`src/rtl/bin2bcd_pkg.sv`:
```
// Shared types and constants for the sequential binary-to-BCD converter.
package bin2bcd_pkg;

  typedef enum logic [1:0] {
    IDLE  = 2'd0,
    SHIFT = 2'd1,
    DONE  = 2'd2
  } state_t;

  localparam int BCD_DIGIT_W = 4;
  localparam int N_DIG       = 3;
  localparam int SCR_W       = BCD_DIGIT_W * N_DIG;

  // Digits at or above this value would overflow past 9 when doubled.
  localparam logic [BCD_DIGIT_W-1:0] ADD3_THRESH = 4'd5;

  // Double-dabble correction for a single BCD digit.
  function automatic logic [BCD_DIGIT_W-1:0] add3_fix(input logic [BCD_DIGIT_W-1:0] d);
    return (d >= ADD3_THRESH) ? d + 4'd3 : d;
  endfunction

endpackage

```
`src/rtl/dd_step.sv`:
```
// One double-dabble step: correct every scratch digit, then shift in a bit.
module dd_step
  import bin2bcd_pkg::*;
(
  input  logic [SCR_W-1:0] scr_in,
  input  logic             bit_in,
  output logic [SCR_W-1:0] scr_out
);

  logic [SCR_W-1:0] corr;

  // Add-3 on each digit, then shift left with the incoming bit at bit 0.
  always_comb begin
    corr = scr_in;
    for (int i = 0; i < N_DIG; i++) begin
      corr[i*BCD_DIGIT_W +: BCD_DIGIT_W] = add3_fix(scr_in[i*BCD_DIGIT_W +: BCD_DIGIT_W]);
    end
    // Top bit of the corrected scratch is always 0 for results <= 999.
    scr_out = SCR_W'({corr, bit_in});
  end

endmodule

```
`src/rtl/bin2bcd_seq.sv`:
```
// Sequential shift-add-3 binary-to-BCD converter, IN_W+2 cycles per result.
module bin2bcd_seq #(
  parameter int IN_W  = 8,
  parameter int N_DIG = 3
) (
  input  logic            clk,
  input  logic            rst_n,
  input  logic            start,
  input  logic [IN_W-1:0] bin_in,
  output logic            busy,
  output logic            done,
  output logic [3:0]      ones,
  output logic [3:0]      tens,
  output logic [3:0]      hundreds
);

  import bin2bcd_pkg::*;

  localparam int CNT_W  = $clog2(IN_W + 1);
  localparam int SCR_WL = BCD_DIGIT_W * N_DIG;

  state_t              state_q, state_d;
  logic [IN_W-1:0]     sr_q, sr_d;
  logic [SCR_WL-1:0]   scr_q, scr_d;
  logic [SCR_WL-1:0]   scr_step;
  logic [CNT_W-1:0]    cnt_q, cnt_d;
  logic [3:0]          ones_q, ones_d;
  logic [3:0]          tens_q, tens_d;
  logic [3:0]          hund_q, hund_d;
  logic                done_q, done_d;
  logic                busy_q, busy_d;

  // Single shared step datapath; MSB of the shift register feeds scratch bit 0.
  dd_step u_step (
    .scr_in  (scr_q),
    .bit_in  (sr_q[IN_W-1]),
    .scr_out (scr_step)
  );

  // Next-state, datapath and registered-output logic.
  always_comb begin
    state_d = state_q;
    sr_d    = sr_q;
    scr_d   = scr_q;
    cnt_d   = cnt_q;
    ones_d  = ones_q;
    tens_d  = tens_q;
    hund_d  = hund_q;
    done_d  = 1'b0;
    case (state_q)
      IDLE: begin
        if (start) begin
          sr_d    = bin_in;
          scr_d   = '0;
          cnt_d   = CNT_W'(IN_W);
          state_d = SHIFT;
        end
      end
      SHIFT: begin
        sr_d  = sr_q << 1;
        scr_d = scr_step;
        cnt_d = cnt_q - CNT_W'(1);
        // Last step: publish digits straight from the uncorrected final shift.
        if (cnt_q == CNT_W'(1)) begin
          ones_d  = scr_step[3:0];
          tens_d  = scr_step[7:4];
          hund_d  = scr_step[11:8];
          done_d  = 1'b1;
          state_d = DONE;
        end
      end
      DONE: begin
        state_d = IDLE;
      end
      default: begin
        state_d = IDLE;
      end
    endcase
    busy_d = (state_d != IDLE);
  end

  // State and output registers, cleared asynchronously.
  always_ff @(posedge clk or negedge rst_n) begin
    if (!rst_n) begin
      state_q <= IDLE;
      sr_q    <= '0;
      scr_q   <= '0;
      cnt_q   <= '0;
      ones_q  <= '0;
      tens_q  <= '0;
      hund_q  <= '0;
      done_q  <= 1'b0;
      busy_q  <= 1'b0;
    end else begin
      state_q <= state_d;
      sr_q    <= sr_d;
      scr_q   <= scr_d;
      cnt_q   <= cnt_d;
      ones_q  <= ones_d;
      tens_q  <= tens_d;
      hund_q  <= hund_d;
      done_q  <= done_d;
      busy_q  <= busy_d;
    end
  end

  assign busy     = busy_q;
  assign done     = done_q;
  assign ones     = ones_q;
  assign tens     = tens_q;
  assign hundreds = hund_q;

endmodule

```
`config.mk`:
```
export PLATFORM = sky130hd
export DESIGN_NAME = bin2bcd_seq
export DESIGN_NICKNAME = d
export VERILOG_FILES = /design/src/rtl/bin2bcd_pkg.sv /design/src/rtl/dd_step.sv /design/src/rtl/bin2bcd_seq.sv
export SDC_FILE = /design/constraint.sdc
export NUM_CORES = 1
export LEC_CHECK = 0
export BUFFER_PORTS_ARGS = -buffer_cell sky130_fd_sc_hd__buf_2
export CAP_MARGIN = 20
export CORE_UTILIZATION = 30
export DETAILED_ROUTE_END_ITERATION = 8
export HOLD_SLACK_MARGIN = 0.15
export MAX_ROUTING_LAYER = met4
export PLACE_DENSITY = 0.45
export SYNTH_ARGS = -nofsm -noshare
export SYNTH_HDL_FRONTEND = slang
export SYNTH_SLANG_ARGS = --single-unit
export TNS_END_PERCENT = 50
```
`constraint.sdc`:
```
create_clock -name clk -period 4.6 [get_ports clk]
set_input_delay 0.23 -clock clk [delete_from_list [all_inputs] [get_ports clk]]
set_output_delay 0.23 -clock clk [all_outputs]
set_load 0.01 [all_outputs]
```
==> results of run 1 <==
[sequential cells by signal, summed over array words and instances (netlist names)]
name / flops
busy: 1
cnt_q: 4
done: 1
hundreds: 4
ones: 4
scr_q: 12
sr_q: 8
state_q: 2
tens: 4
[stage by stage]
step                total power, mW  utilization, %  setup slack [ns]  instance area [sq um]  hold slack, ns
floorplan                      1.15               -              3.10                   1920         -0.0656
global placement               1.32            34.7              2.85                   2100           0.404
detailed placement             1.35            34.7              2.76                   2100           0.417
CTS                            1.59            36.4              2.74                   2200           0.227
global route                   1.71            36.4              2.59                   2200           0.240
finish                         1.57            36.4              2.74                   2200           0.233
[logic make-up after synthesis]
kind of cell,count (synthesis)
and+or+nand+nor,34
xor gates and xnor gates,3
buffers and inverters,18
adders and majority gates,8
DFF,40
muxes,11
AOI/OAI and AO/OA,59
[placed cells by master (no fill, tap or decap), drive strengths merged]
cell type,synthesis,layout
a2bb2oi,1,1
or2,1,1
o31ai,3,3
dlygate4sd3,0,1
and2b,8,8
o21ai,18,18
o22ai,3,3
buf,6,25
nand2,9,9
inv,10,10
ha,8,8
nor2,2,2
a22o,7,7
a21oi,17,17
nor2b,2,2
nor3,1,1
xnor2,3,3
clkbuf,1,8
a32o,3,3
mux2i,3,3
nand3b,1,1
a22oi,7,7
mux2,8,8
clkinv,1,1
dfrtp,40,40
nand2b,4,4
nor3b,6,6
[cell type report]
cell class | count | area [sq um] | area share, %
Sequential cell | 40 | 1000 | 45.4
Tap cell | 75 | 93.8 | 4.26
Multi-Input combinational cell | 115 | 832 | 37.8
Timing Repair Buffer | 26 | 138 | 6.25
Clock buffer | 8 | 90.1 | 4.09
Inverter | 11 | 48.8 | 2.21
[critical path: stages, from the launching register on]
cell	delay [ns]
dfrtp_1	0.38
inv_1	0.09
ha_1	0.15
nor3b_1	0.36
nand2_2	0.26
inv_4	0.16
mux2_2	0.34
[worst max-delay path by stage]
stage | start | endpoint | slack (ns) | cells past startpoint
after floorplan | cnt_q[1] | hundreds[2] | 3.10 | 6
after global placement | cnt_q[1] | tens[2] | 2.85 | 6
after detailed placement | cnt_q[1] | tens[1] | 2.76 | 6
after CTS | cnt_q[1] | tens[1] | 2.74 | 6
after global routing | cnt_q[1] | ones[2] | 2.59 | 6
final | cnt_q[1] | tens[1] | 2.74 | 6
[metal layers]
metal	up-vias	routed length [microns]	global-route usage (%)
met3	4	156	3.41
met5	-	0	-
met2	30	1700	19.3
li1	671	-	-
met1	685	2090	19.9
met4	0	35	4.74
[where the power goes]
| group | leakage, nW | switching (mW) | total, mW | internal, mW |
|---|---|---|---|---|
| sequential | 0.505 | 0.139 | 0.642 | 0.504 |
| combinational | 0.495 | 0.372 | 0.697 | 0.325 |
| clock | 0.0455 | 0.113 | 0.235 | 0.122 |
| total | 1.05 | 0.624 | 1.57 | 0.951 |
[repair_timing]
item | CTS | global route
hold buffers | 1 | 0
endpoints found under the hold margin | 40 | 0
resized for setup | 0 | 0
==> flow_metrics.env, run 1 <==
export IMPL_fillers=617
export IMPL_vias_per_cell=5.05
export IMPL_yosys_area_share_simple_pct=10.7
export IMPL_yosysMostFrequentCell="dfrtp_1"
export IMPL_r2r_start="cnt_q[1]"
export IMPL_cp_end_kind="flop"
export IMPL_clock_path_buffers=2
export IMPL_reg2reg_slack_ns=2.74
export IMPL_yosysSeqAreaShare_pct=52.0
export IMPL_reg2reg_depth=6
export IMPL_max_slew_margin_pct=40.2
export IMPL_synth_compound_area_share_pct=19.6
export IMPL_dp_cells=266
export IMPL_syn_nets=192
export IMPL_slew_violations=0
export IMPL_ys_flop_type="dfrtp_1"
export IMPL_ys_ff_latch=40
export IMPL_clock_root_buffer="clkbuf_8"
export IMPL_rsz0062_at_grt="false"
export IMPL_drc=0
export IMPL_post_cts_buffers=0
export IMPL_portBuffers=24
export IMPL_area_growth_pct=14.5
export IMPL_gp_congestion=0.797
export IMPL_avgSynthCellArea_sq_um=11.1
export IMPL_hold_start="bin_in[4]"
export IMPL_fmaxAchievable_mhz=537
export IMPL_crit_type="reg2reg"
export IMPL_io_pins=25
export IMPL_peakVddDrop_v=0.000306
export IMPL_crit_arrival_ns=2.03
export IMPL_maxCapViolations=0
export IMPL_core_area_sq_um=6060
export IMPL_period_minus_slack_ns=1.86
export IMPL_hold_viol=0
export IMPL_start_util_pct=31.8
export IMPL_tns_ns=0
export IMPL_die_h_microns=82.1
export IMPL_yosys_area_top_type="dfrtp_1"
export IMPL_wl_per_cell_microns=14.5
export IMPL_whs_endpoint="sr_q[4]"
export IMPL_yosysWarnings=0
export IMPL_synth_area_leaders="dfrtp_1 (52%), ha_1 (5.2%), mux2_2 (4.1%)"
export IMPL_row_count=28
export IMPL_antenna_left=0
export IMPL_finalCritPeriodShare_pct=40.5
export IMPL_fin_nets=218
export IMPL_power_density_nw_per_um2=715
export IMPL_via_count=1390
export IMPL_clkTransAtPathRegs_ns=0.07
export IMPL_synth_edff_count=0
export IMPL_fp_dieArea_sq_um=6740
export IMPL_grt_pass1_wl_microns=6800
export IMPL_grt_usage_pct=14.0
export IMPL_synthCells=173
export IMPL_synth_top_family_by_area="compound AO/OA/AOI/OAI gates"
export IMPL_cts_buffers=5
export IMPL_setup_violations=0
export IMPL_drive_gt1_share_pct=22.0
export IMPL_ys_async_sr_fraction_pct=100
export IMPL_drt_total_wl_microns=3980
export IMPL_drtPass1Iterations=4
export IMPL_synth_xor_area_share_pct=1.37
export IMPL_ys_types=33
export IMPL_yosys_top_cells_count="dfrtp_1 (40), a21oi_1 (15), o21ai_0 (14)"
export IMPL_grt_pass1_vias=1343
export IMPL_htree_levels=2
export IMPL_cts_tree="done"
export IMPL_r2r_end="tens[1]"
export IMPL_critPathRequiredTime_ns=4.77
export IMPL_clock_latency_ns=0.28
export IMPL_synth_adder_area_share_pct=5.20
export IMPL_drtIter0Drc=49
export IMPL_grt_start_max_net_pins=41
export IMPL_antenna_cells=0
export IMPL_worstMarginPinSlew_ns=0.897
export IMPL_cp_max_fo=13
export IMPL_leakagePower_nw=1.05
export IMPL_hold_depth=3
export IMPL_outcome="complete, no violations"
export IMPL_die_w_microns=82.1
export IMPL_min_path_type="in2reg"
export IMPL_syn_area_sq_um=1920
export IMPL_globalRouteOverflowTotal=0
export IMPL_synth_top_area_share_pct=52.0
export IMPL_fin_skew_ns=0.00400
export IMPL_instances_no_fill=275
export IMPL_synth_mux_area_share_pct=6.44
export IMPL_startpoint_type="flop"
export IMPL_antenna_found_initial=0
export IMPL_dp_hpwl_microns=2780
export IMPL_cts_sinks=40
No activity file was read; power rests on OpenSTA's default activity.
==> run 2, diff against run 1 <==
ABC_AREA = 1   (was default)
PLACE_DENSITY = 0.46   (was 0.45)
clock period = 1.7 ns   (was 4.6 ns; I/O delays follow)
==> flow_metrics.env, run 2 <==
export IMPL_globalRouteOverflowTotal=0
export IMPL_antenna_found_initial=0
export IMPL_cp_end_kind="flop"
export IMPL_cp_cell_sequence="inv_1, ha_1, inv_1, nand2_1, a21boi_0, nand2_1, o21ai_2"
export IMPL_vias_per_cell=4.53
export IMPL_fin_skew_ns=0.00340
export IMPL_met1_usage_pct=17.5
export IMPL_synth_edff_count=0
export IMPL_startpoint_type="flop"
export IMPL_synth_adder_area_share_pct=5.01
export IMPL_area_growth_pct=17.9
export IMPL_clock_root_buffer="clkbuf_8"
export IMPL_largest_reg_flops=12
export IMPL_ctsResizeCount=0
export IMPL_yosysSeqAreaShare_pct=50.1
export IMPL_peakVddDrop_v=0.000581
export IMPL_reg2reg_slack_ns=0.33
export IMPL_rsz0062_at_grt="false"
export IMPL_cp_slowest_stage_delay_ns=0.43
export IMPL_drc=0
export IMPL_grt_usage_pct=13.5
export IMPL_grt_pass1_wl_microns=7420
export IMPL_crit_arrival_ns=1.59
export IMPL_synthCells=229
export IMPL_cts_sinks=40
export IMPL_max_slew_margin_pct=65.2
export IMPL_fin_nets=286
export IMPL_leakagePower_nw=1.23
export IMPL_outcome="complete, no violations"
export IMPL_dp_cells=328
export IMPL_yosys_area_share_simple_pct=27.6
export IMPL_fillers=672
export IMPL_synth_top_family_by_area="simple AND/OR/NAND/NOR gates"
export IMPL_tns_ns=0
export IMPL_yosys_top_cells_count="nand2_1 (74), dfrtp_1 (40), nand3_1 (26)"
export IMPL_yosysMostFrequentCell="nand2_1"
export IMPL_cts_tree="done"
export IMPL_ys_ff_latch=40
export IMPL_final_area_sq_um=2350
export IMPL_gp_congestion=0.767
export IMPL_power_density_nw_per_um2=1860
export IMPL_busiest_layer="met2"
export IMPL_setup_violations=0
export IMPL_instances_no_fill=344
export IMPL_synth_mux_area_share_pct=0
export IMPL_ys_types=25
export IMPL_crit_type="reg2reg"
export IMPL_mostFrequentLayoutCell="nand2_1"
export IMPL_maxCapViolations=0
export IMPL_synth_top_area_share_pct=50.1
export IMPL_cts_hold_buf=9
export IMPL_portBuffers=24
export IMPL_htree_levels=2
export IMPL_finalCritPeriodShare_pct=80.4
export IMPL_fp_dieArea_sq_um=6990
export IMPL_io_pins=25
export IMPL_met2_usage_pct=21.2
export IMPL_via_count=1560
export IMPL_slew_violations=0
export IMPL_cp_max_fo=5
export IMPL_yosysWarnings=0
export IMPL_post_cts_buffers=0
export IMPL_clock_latency_ns=0.29
export IMPL_grt_start_max_net_pins=41
export IMPL_cts_buffers=5
export IMPL_synth_area_leaders="dfrtp_1 (50%), nand2_1 (14%), nand3_1 (6.5%)"
export IMPL_critPathRequiredTime_ns=1.92
export IMPL_avgSynthCellArea_sq_um=8.72
export IMPL_drtIter0Drc=47
export IMPL_dp_hpwl_microns=2660
export IMPL_syn_area_sq_um=2000
export IMPL_die_h_microns=83.6
export IMPL_drtPass1Iterations=4
export IMPL_power_mw=4.39
export IMPL_clock_path_buffers=2
export IMPL_yosys_area_top_type="dfrtp_1"
export IMPL_synth_xor_area_share_pct=0
export IMPL_die_w_microns=83.6
export IMPL_row_count=29
export IMPL_period_minus_slack_ns=1.37
export IMPL_antenna_left=0
export IMPL_wl_per_cell_microns=11.9
export IMPL_reg_top3="scr_q x12, sr_q x8"
export IMPL_grt_pass1_vias=1637
export IMPL_core_area_sq_um=6390
export IMPL_worstMarginPinSlew_ns=0.522
export IMPL_syn_nets=248
export IMPL_hold_viol=0
export IMPL_antenna_cells=0
export IMPL_start_util_pct=31.3
export IMPL_ys_async_sr_fraction_pct=100
export IMPL_finalCoreUtilization_pct=36.9
export IMPL_drt_total_wl_microns=4080
export IMPL_min_path_type="in2reg"
export IMPL_synth_compound_area_share_pct=8.27
export IMPL_slowest_stage="dfrtp_1"
export IMPL_drive_gt1_share_pct=19.5
export IMPL_fmaxAchievable_mhz=731
export IMPL_top_register="scr_q"
export IMPL_grt_use_met3_pct=2.67
export IMPL_placed_cell_area_sq_um=2170
export IMPL_clkTransAtPathRegs_ns=0.08
export IMPL_final_cell_mix="nand2_1 (74), dfrtp_1 (40), nand3_1 (26)"
export IMPL_ys_flop_type="dfrtp_1"
-- run 2: cell count changes after synthesis, sizes merged, moves of 8 or more --
cell   delta
a21oi    -17
and2b     -8
inv      +18
mux2      -8
nand2    +68
nand3    +27
-- run 2: layout make-up --
class | instances | area, sq um | area share, %
sequential | 40 | 1000 | 42.5
multi-input combinational | 155 | 816 | 34.6
timing repair buffer | 37 | 240 | 10.2
inverter | 28 | 105 | 4.46
clock buffer | 7 | 96.3 | 4.09
tap | 77 | 96.3 | 4.09
-- run 2: per-layer routing --
metal	share of wire (%)	vias up
li1	-	815
met2	44	31
met1	51	707
met4	1.4	0
met5	0	-
met3	3.9	7
-- run 2: worst paths after layout --
check,from,to,cells after the start
setup / recovery,scr_q[4],scr_q[7],7
hold / removal,start,sr_q[3],4
setup reg to reg,scr_q[4],scr_q[7],7
hold reg to reg,tens[1],tens[1],2
max in group asynchronous,rst_n,sr_q[1],3
min in group asynchronous,rst_n,ones[2],3
-- run 2: cell families after synthesis --
kind of cell / after synthesis
flops: 40
buf+inv: 34
simple gates: 123
fa+ha+maj: 8
compound gates: 24
-- run 2: power breakdown --
| group | internal (mW) | switching [mW] |
|---|---|---|
| clock | 0.362 | 0.322 |
| combinational | 0.775 | 1.26 |
| sequential | 1.39 | 0.280 |
| total | 2.53 | 1.86 |
-- run 2: per-stage QoR --
stage                     setup slack, ns  hold slack [ns]
final                               0.332            0.298
after global routing                0.185            0.330
after CTS                           0.334            0.294
after detailed placement            0.348            0.191
after global placement              0.321            0.193
after floorplan                     0.490           -0.211
-- run 2: worst max-delay path: cells and delay by family (launching register included) --
| family | cells | cell delay [ns] |
|---|---|---|
| flops | 1 | 0.43 |
| compound gates | 2 | 0.36 |
| simple gates | 2 | 0.21 |
| buf+inv | 2 | 0.17 |
| fa+ha+maj | 1 | 0.15 |
